$ cat src/rtl/joy_snoop_mp_if.sv
// CPU bus view used by the joypad snooper.
//   m2        : CPU M2 phase clock (asynchronous to the fabric clock)
//   cpu_addr  : {!ROMSEL, CPU_ADDR}
//   cpu_data0 : CPU_DATA[0]
//   cpu_rw    : 1 = read, 0 = write
// master drives the bus (CPU / testbench); slave observes it (snooper).
interface joy_snoop_mp_if;
  logic        m2;
  logic [15:0] cpu_addr;
  logic        cpu_data0;
  logic        cpu_rw;

  modport master (output m2, cpu_addr, cpu_data0, cpu_rw);
  modport slave  (input  m2, cpu_addr, cpu_data0, cpu_rw);
endinterface

$ cat src/rtl/joy_snoop_mp.sv
// Passive multi-port joypad snooper. Watches CPU cycles to $4016/$4017 in the
// fabric clock domain and rebuilds the button state of up to NUM_PORTS pads.
// Ports:
//   clk          : fabric clock, at least 16x M2
//   async_nreset : asynchronous active-low reset
//   bus          : CPU bus (slave modport), all signals asynchronous
//   joy          : committed state, port p at [p*BITS +: BITS], 1 = pressed
//   joy_valid    : 1-clk pulse per port when its joy slice is updated
//   hotkey       : 1-clk pulse when the port-0 hotkey fires
// Optional: define JOY_SNOOP_HOTKEY_EN to build the hotkey hold detector;
// otherwise hotkey is tied low.
module joy_snoop_mp #(
  parameter int unsigned     NUM_PORTS   = 2,
  parameter int unsigned     BITS        = 8,
  parameter logic [BITS-1:0] HOTKEY_MASK = BITS'(8'h0C),
  parameter int unsigned     HOLD_FRAMES = 30
) (
  input  logic                      clk,
  input  logic                      async_nreset,
  joy_snoop_mp_if.slave             bus,
  output logic [NUM_PORTS*BITS-1:0] joy,
  output logic [NUM_PORTS-1:0]      joy_valid,
  output logic                      hotkey
);

  localparam int unsigned     CntW   = $clog2(BITS + 1);
  localparam int unsigned     IdxW   = $clog2(BITS);
  localparam logic [CntW-1:0] CntMax = CntW'(BITS);

  // {m2, rw, data0, addr} through a 2-flop synchroniser
  logic [18:0] sync1_q, sync2_q;
  logic [17:0] snap_q;
  logic        m2_d_q;
  logic        m2_s;

  logic                 strobe_q;
  logic [CntW-1:0]      cnt_q   [NUM_PORTS];
  logic [BITS-1:0]      shift_q [NUM_PORTS];
  logic [NUM_PORTS*BITS-1:0] joy_q;
  logic [NUM_PORTS-1:0] joy_valid_q;

  logic                 evt, snap_rw, snap_d, wr_strobe;
  logic [15:0]          snap_addr;
  logic [NUM_PORTS-1:0] port_hit, commit;
  logic [BITS-1:0]      commit_val [NUM_PORTS];

  assign m2_s      = sync2_q[18];
  assign snap_rw   = snap_q[17];
  assign snap_d    = snap_q[16];
  assign snap_addr = snap_q[15:0];

  // One event per M2 fall; the snapshot still holds the last M2-high sample.
  assign evt       = m2_d_q & ~m2_s;
  assign wr_strobe = evt & ~snap_rw & (snap_addr == 16'h4016);

  always_comb begin
    for (int p = 0; p < int'(NUM_PORTS); p++) begin
      port_hit[p]   = evt & snap_rw & ~strobe_q & (snap_addr == 16'h4016 + 16'(p)) &
                      (cnt_q[p] != CntMax);
      commit[p]     = port_hit[p] & (cnt_q[p] == CntMax - 1'b1);
      // Final bit goes to the MSB; lower bits were all written this report.
      commit_val[p] = {snap_d, shift_q[p][BITS-2:0]};
    end
  end

  always_ff @(posedge clk or negedge async_nreset) begin
    if (!async_nreset) begin
      sync1_q <= '0;
      sync2_q <= '0;
      m2_d_q  <= 1'b0;
      snap_q  <= '0;
    end else begin
      sync1_q <= {bus.m2, bus.cpu_rw, bus.cpu_data0, bus.cpu_addr};
      sync2_q <= sync1_q;
      m2_d_q  <= m2_s;
      if (m2_s) snap_q <= sync2_q[17:0];
    end
  end

  always_ff @(posedge clk or negedge async_nreset) begin
    if (!async_nreset) begin
      strobe_q    <= 1'b0;
      joy_q       <= '0;
      joy_valid_q <= '0;
      for (int p = 0; p < int'(NUM_PORTS); p++) begin
        cnt_q[p]   <= '0;
        shift_q[p] <= '0;
      end
    end else begin
      joy_valid_q <= '0;
      if (wr_strobe) begin
        strobe_q <= snap_d;
        if (snap_d) begin
          for (int p = 0; p < int'(NUM_PORTS); p++) begin
            cnt_q[p]   <= '0;
            shift_q[p] <= '0;
          end
        end
      end else begin
        for (int p = 0; p < int'(NUM_PORTS); p++) begin
          if (port_hit[p]) begin
            shift_q[p][cnt_q[p][IdxW-1:0]] <= snap_d;
            cnt_q[p]                       <= cnt_q[p] + 1'b1;
          end
          if (commit[p]) begin
            joy_q[p*BITS +: BITS] <= commit_val[p];
            joy_valid_q[p]        <= 1'b1;
          end
        end
      end
    end
  end

  assign joy       = joy_q;
  assign joy_valid = joy_valid_q;

`ifdef JOY_SNOOP_HOTKEY_EN
  localparam int unsigned      HoldW   = $clog2(HOLD_FRAMES + 1);
  localparam logic [HoldW-1:0] HoldMax = HoldW'(HOLD_FRAMES);

  logic [HoldW-1:0] hold_q;
  logic             hotkey_q;

  // Saturation at HoldMax keeps the pulse single until a non-matching commit.
  always_ff @(posedge clk or negedge async_nreset) begin
    if (!async_nreset) begin
      hold_q   <= '0;
      hotkey_q <= 1'b0;
    end else begin
      hotkey_q <= 1'b0;
      if (commit[0]) begin
        if (commit_val[0] == HOTKEY_MASK) begin
          if (hold_q != HoldMax) begin
            hold_q <= hold_q + 1'b1;
            if (hold_q == HoldMax - 1'b1) hotkey_q <= 1'b1;
          end
        end else begin
          hold_q <= '0;
        end
      end
    end
  end

  assign hotkey = hotkey_q;
`else
  logic unused_hotkey_cfg;
  assign unused_hotkey_cfg = ^{HOTKEY_MASK, HOLD_FRAMES};
  assign hotkey = 1'b0;
`endif

endmodule

$ cat src/flat_wrapper.sv
// flat-port wrapper written by rule: the top's interface ports become plain ports
module joy_snoop_mp_flat 
#(
  parameter int unsigned     NUM_PORTS   = 2,
  parameter int unsigned     BITS        = 8,
  parameter logic [BITS-1:0] HOTKEY_MASK = BITS'(8'h0C),
  parameter int unsigned     HOLD_FRAMES = 30
)
  (clk, async_nreset, joy, joy_valid, hotkey, bus_m2, bus_cpu_addr, bus_cpu_data0, bus_cpu_rw);
  joy_snoop_mp_if bus_i ();
  input  logic clk;
  input  logic async_nreset;
  output logic [NUM_PORTS*BITS-1:0] joy;
  output logic [NUM_PORTS-1:0] joy_valid;
  output logic hotkey;
  input wire logic [$bits(bus_i.m2)-1:0] bus_m2;
  input wire logic [$bits(bus_i.cpu_addr)-1:0] bus_cpu_addr;
  input wire logic [$bits(bus_i.cpu_data0)-1:0] bus_cpu_data0;
  input wire logic [$bits(bus_i.cpu_rw)-1:0] bus_cpu_rw;
  assign bus_i.m2 = bus_m2;
  assign bus_i.cpu_addr = bus_cpu_addr;
  assign bus_i.cpu_data0 = bus_cpu_data0;
  assign bus_i.cpu_rw = bus_cpu_rw;
  joy_snoop_mp #(.NUM_PORTS(NUM_PORTS), .BITS(BITS), .HOTKEY_MASK(HOTKEY_MASK), .HOLD_FRAMES(HOLD_FRAMES)) u_core (.clk(clk), .async_nreset(async_nreset), .bus(bus_i), .joy(joy), .joy_valid(joy_valid), .hotkey(hotkey));
endmodule
$ cat config.mk
export PLATFORM = sky130hd
export DESIGN_NAME = joy_snoop_mp_flat
export DESIGN_NICKNAME = d
export VERILOG_FILES = /design/src/rtl/joy_snoop_mp_if.sv /design/src/rtl/joy_snoop_mp.sv /design/src/flat_wrapper.sv
export SDC_FILE = /design/constraint.sdc
export NUM_CORES = 1
export LEC_CHECK = 0
export ABC_AREA = 1
export CAP_MARGIN = 25
export CORE_AREA = 5 5 77 115
export CTS_BUF_LIST = sky130_fd_sc_hd__clkbuf_8
export DETAILED_ROUTE_END_ITERATION = 8
export DIE_AREA = 0 0 82 120
export MAX_ROUTING_LAYER = met4
export PLACE_DENSITY = 0.7
export SLEW_MARGIN = 10
export SYNTH_ARGS = -nofsm -noshare
export SYNTH_HDL_FRONTEND = slang
export SYNTH_SLANG_ARGS = --single-unit
$ cat constraint.sdc
create_clock -name clk -period 2.1 [get_ports clk]
set_input_delay 0.42 -clock clk [delete_from_list [all_inputs] [get_ports clk]]
set_output_delay 0.42 -clock clk [all_outputs]
set_load 0.02 [all_outputs]
==> run summary <==
RUN STATUS
--------------------------------------------------------------------------------------------------------
Result of the run                                                                           finished, final reports clean

LOGIC SYNTHESIS
--------------------------------------------------------------------------------------------------------
Gate count after technology mapping                                                                  388
Total of flip-flops plus latches after synthesis                                                      98
Synthesis warning total                                                                                0
Total standard cell area after synthesis                                                       3760 um^2
Number of flops mapped to enable cells by yosys                                                        0
Seq/Total Area, Yosys                                                                              0.652
Syn_nets                                                                                             413
Number of distinct library cell variants in the gate-level netlist after synthesis                    28
Post-synth top flop                                                                         sky130_fd_sc_hd__dfrtp_1
Fraction of registers with async set or reset after synthesis                                       1.00
Mean instance size in the synthesized netlist                                                  9.70 um^2

CELLS AND AREA
--------------------------------------------------------------------------------------------------------
Core occupancy in the finished layout                                                              0.577
Post-route insts no fill                                                                             543
Fraction of final layout cells with drive strength greater than 1                                 0.0799
Area growth syn-to-layout                                                                          19.7%
Number of inserted diodes                                                                              0
Net count reported at finish                                                                         458

CLOCKING
--------------------------------------------------------------------------------------------------------
Number of clock sinks                                                                                 98
Root Buffer Master                                                                          sky130_fd_sc_hd__clkbuf_8
CTS H-tree lvls                                                                                        3
Gates resized, CTS repair                                                                              0
Clock latency on the worst-skew pair                                                             0.37 ns
Clock tree buffer depth                                                                                2
Number of buffers inserted by post-CTS setup repair                                                    0
Number of buffers added to fix hold violations after cts                                               1
TritonCTS clock tree                                                                                 yes
Post-CTS clock slew at the launch and capture registers of the worst setup and hold paths        0.08 ns
TritonCTS buffer count                                                                                 9

TIMING
--------------------------------------------------------------------------------------------------------
Final Max Slew Viols                                                                                   0
Worst setup skew after layout                                                                 0.00569 ns
Endpoints failing setup                                                                                0
Maximum clock rate                                                                             0.532 GHz
Final worst hold slack                                                                          0.352 ns
Clock period minus worst slack                                                                   1.88 ns
Final Hold Vio Count                                                                                   0
Period utilization                                                                                 0.895
Final setup TNS                                                                                     0 ns
RSZ-0062 raised after global routing                                                               false

HOLD PATH
--------------------------------------------------------------------------------------------------------
Tightest Hold Check Type                                                                    flop to flop

POWER AND IR DROP
--------------------------------------------------------------------------------------------------------
Clk network pwr share                                                                              0.386
Highest ir drop seen on vdd                                                                     0.558 mV
Net switching power figure                                                                      0.733 mW
Switching fraction of total power                                                                  0.210
Leakage                                                                                          2.21 nW
Logic pwr share                                                                                    0.043
Post-route total power                                                                           3.48 mW
Power Internal                                                                                   2.75 mW
Power density relative to cell area                                                          772 nW/um^2
Proportion of power drawn by flip-flops and latches                                                0.570

WORST SETUP PATH
--------------------------------------------------------------------------------------------------------
Crit path DAT                                                                                    2.14 ns
Setup crit start kind                                                                               flop
Crit path capture type                                                                              flop
Startpoint-to-endpoint class of the critical path                                           flop to flop
Biggest cell delay along the critical path                                                       0.43 ns
Cell with the biggest individual delay on the critical path                                 sky130_fd_sc_hd__dfrtp_1
CP Cell Sequence                                                                            inv_1 -> ha_1 -> nand3_1 -> nand2_1 -> nor2_1 -> nand3_1 -> nor2_1 -> a21oi_1
Maximum fanout along the worst path                                                                    8
Data required time at the worst endpoint                                                         2.36 ns

DIE
--------------------------------------------------------------------------------------------------------
Total core area                                                                                7810 um^2
Vertical die dimension                                                                            120 um
Starting density of the core                                                                       0.482
Top-level I/O count                                                                                   40
Std-Cell Rows                                                                                         40
Die Span X                                                                                         82 um
Area enclosed by the die boundary                                                              9840 um^2

ROUTE
--------------------------------------------------------------------------------------------------------
Via count                                                                                           2521
Remaining number of nets flagged by the antenna check after routing                                    0
Routed via count divided by cell count                                                              4.64
Iteration count of the initial detailed-routing pass                                                   4
Final Routed Wirelength                                                                          5970 um
Count of routing violations after the opening detailed-route iteration                               170
# DRC                                                                                                  0
Mean routed wirelength per cell                                                                  11.0 um

PLACEMENT
--------------------------------------------------------------------------------------------------------
Weighted congestion reported at the end of routability-driven placement                            0.856
Post-Place Cells                                                                                     526
Number of input and output port buffers inserted                                                      38
Detailed Place HPWL                                                                              4190 um

GLOBAL ROUTING
--------------------------------------------------------------------------------------------------------
Gr ovfl total                                                                                          0
Maximum number of pins on one net before global-route repair                                          58
Global-route wire length before repair                                                          10800 um
Via count of the first global-routing pass                                                          2556
Antenna violations before repair                                                                       0
Total routing resource utilization after global routing                                            0.148

FLOW RUN
--------------------------------------------------------------------------------------------------------
Total of max-cap violations                                                                            0

==> logic make-up after synthesis <==
kind of cell	count (synthesis)	share of synthesized area
adders and majority gates	4	0.0133
buffers and inverters	39	0.0439
other	1	0.000996
xor gates and xnor gates	3	0.00698
DFF	98	0.652
and+or+nand+nor	220	0.252
AOI/OAI and AO/OA	23	0.0316
==> placed cells by master, fill, tap and decap left out, types with 2 or more instances in the layout <==
cell type,count
sky130_fd_sc_hd__nor2_4,2
sky130_fd_sc_hd__buf_4,5
sky130_fd_sc_hd__o21ai_0,13
sky130_fd_sc_hd__xor2_1,2
sky130_fd_sc_hd__nand4_1,2
sky130_fd_sc_hd__o22ai_1,3
sky130_fd_sc_hd__nand2_1,150
sky130_fd_sc_hd__dfrtp_1,98
sky130_fd_sc_hd__a21oi_1,7
sky130_fd_sc_hd__inv_1,28
sky130_fd_sc_hd__nand3_1,18
sky130_fd_sc_hd__clkbuf_8,11
sky130_fd_sc_hd__nor2_2,3
sky130_fd_sc_hd__ha_1,4
sky130_fd_sc_hd__nand2_2,2
sky130_fd_sc_hd__clkdlybuf4s50_1,37
sky130_fd_sc_hd__nor2_1,31
sky130_fd_sc_hd__nor3_1,7
sky130_fd_sc_hd__clkinv_2,2
sky130_fd_sc_hd__bufinv_16,2
==> state kept, by name (all words and copies together), names as in the netlist <==
signal / count
u_core.snap_q: 18
u_core.m2_d_q: 1
u_core.strobe_q: 1
u_core.sync1_q: 19
u_core.joy: 16
u_core.sync2_q: 19
u_core.commit_val: 14
u_core.cnt_q: 8
u_core.joy_valid: 2
==> Yosys cell counts (3+ instances only) <==
library cell | number | area (um^2)
sky130_fd_sc_hd__ha_1 | 4 | 50.1
sky130_fd_sc_hd__a21oi_1 | 7 | 35.0
sky130_fd_sc_hd__o22ai_1 | 3 | 18.8
sky130_fd_sc_hd__nor2_1 | 31 | 116
sky130_fd_sc_hd__nor3_1 | 7 | 35.0
sky130_fd_sc_hd__dfrtp_1 | 98 | 2450
sky130_fd_sc_hd__nor2_2 | 3 | 18.8
sky130_fd_sc_hd__clkbuf_1 | 5 | 18.8
sky130_fd_sc_hd__o21ai_0 | 13 | 65.1
sky130_fd_sc_hd__inv_1 | 27 | 101
sky130_fd_sc_hd__nand3_1 | 18 | 90.1
sky130_fd_sc_hd__nand2_1 | 150 | 563
==> routing by layer <==
metal	vias up	track usage	wire, um
met5	-	-	0
met4	0	0.0904	197
met3	12	0.0368	268
met2	44	0.237	3000
met1	1175	0.162	2510
li1	1290	-	-
==> per-stage QoR <==
step | cell area, um^2 | setup WS [ns]
2_1_floorplan | 3760 | 0.432
3_3_place_gp | 4270 | 0.309
3_5_place_dp | 4270 | 0.278
4_1_cts | 4510 | 0.220
5_1_grt | 4510 | 0.0154
6_report | 4510 | 0.220
==> power groups by stage <==
stage,clock network (mW),registers [mW],logic (mW)
floorplan,0,2.01,0.0715
global placement,0,2.02,0.149
detailed placement,0,2.02,0.156
CTS,1.39,1.99,0.157
global route,1.45,1.99,0.178
finish,1.34,1.99,0.151
==> worst max-delay path, delay by kind of cell, from the launching register on <==
family,cells,cell delay [ns]
simple gates,5,0.90
buf+inv,1,0.15
compound gates,1,0.06
flops,1,0.43
fa+ha+maj,1,0.23
==> worst paths after layout <==
check | from | to | slack (ns) | cells after the start
max | u_core.cnt_q[0]$_DFFE_PN0P_ | u_core.commit_val[1]$_DFFE_PN0P_ | 0.22 | 8
min | u_core.sync1_q[1]$_DFF_PN0_ | u_core.sync2_q[1]$_DFF_PN0_ | 0.35 | 0
max reg2reg | u_core.cnt_q[0]$_DFFE_PN0P_ | u_core.commit_val[1]$_DFFE_PN0P_ | 0.22 | 8
min reg2reg | u_core.sync1_q[1]$_DFF_PN0_ | u_core.sync2_q[1]$_DFF_PN0_ | 0.35 | 0
max in group asynchronous | async_nreset | u_core.commit_val[4]$_DFFE_PN0P_ | 1.09 | 3
min in group asynchronous | async_nreset | u_core.sync1_q[11]$_DFF_PN0_ | 0.37 | 2
==> cell type report <==
type,count,area [um^2]
inverters,29,110
multi-input cells,251,1150
clock inverters,5,77.6
fillers,712,3300
flip-flops and latches,98,2450
well taps,105,131
repair buffers,44,438
clock buffers,11,151
(Power assumes the default switching activity.)
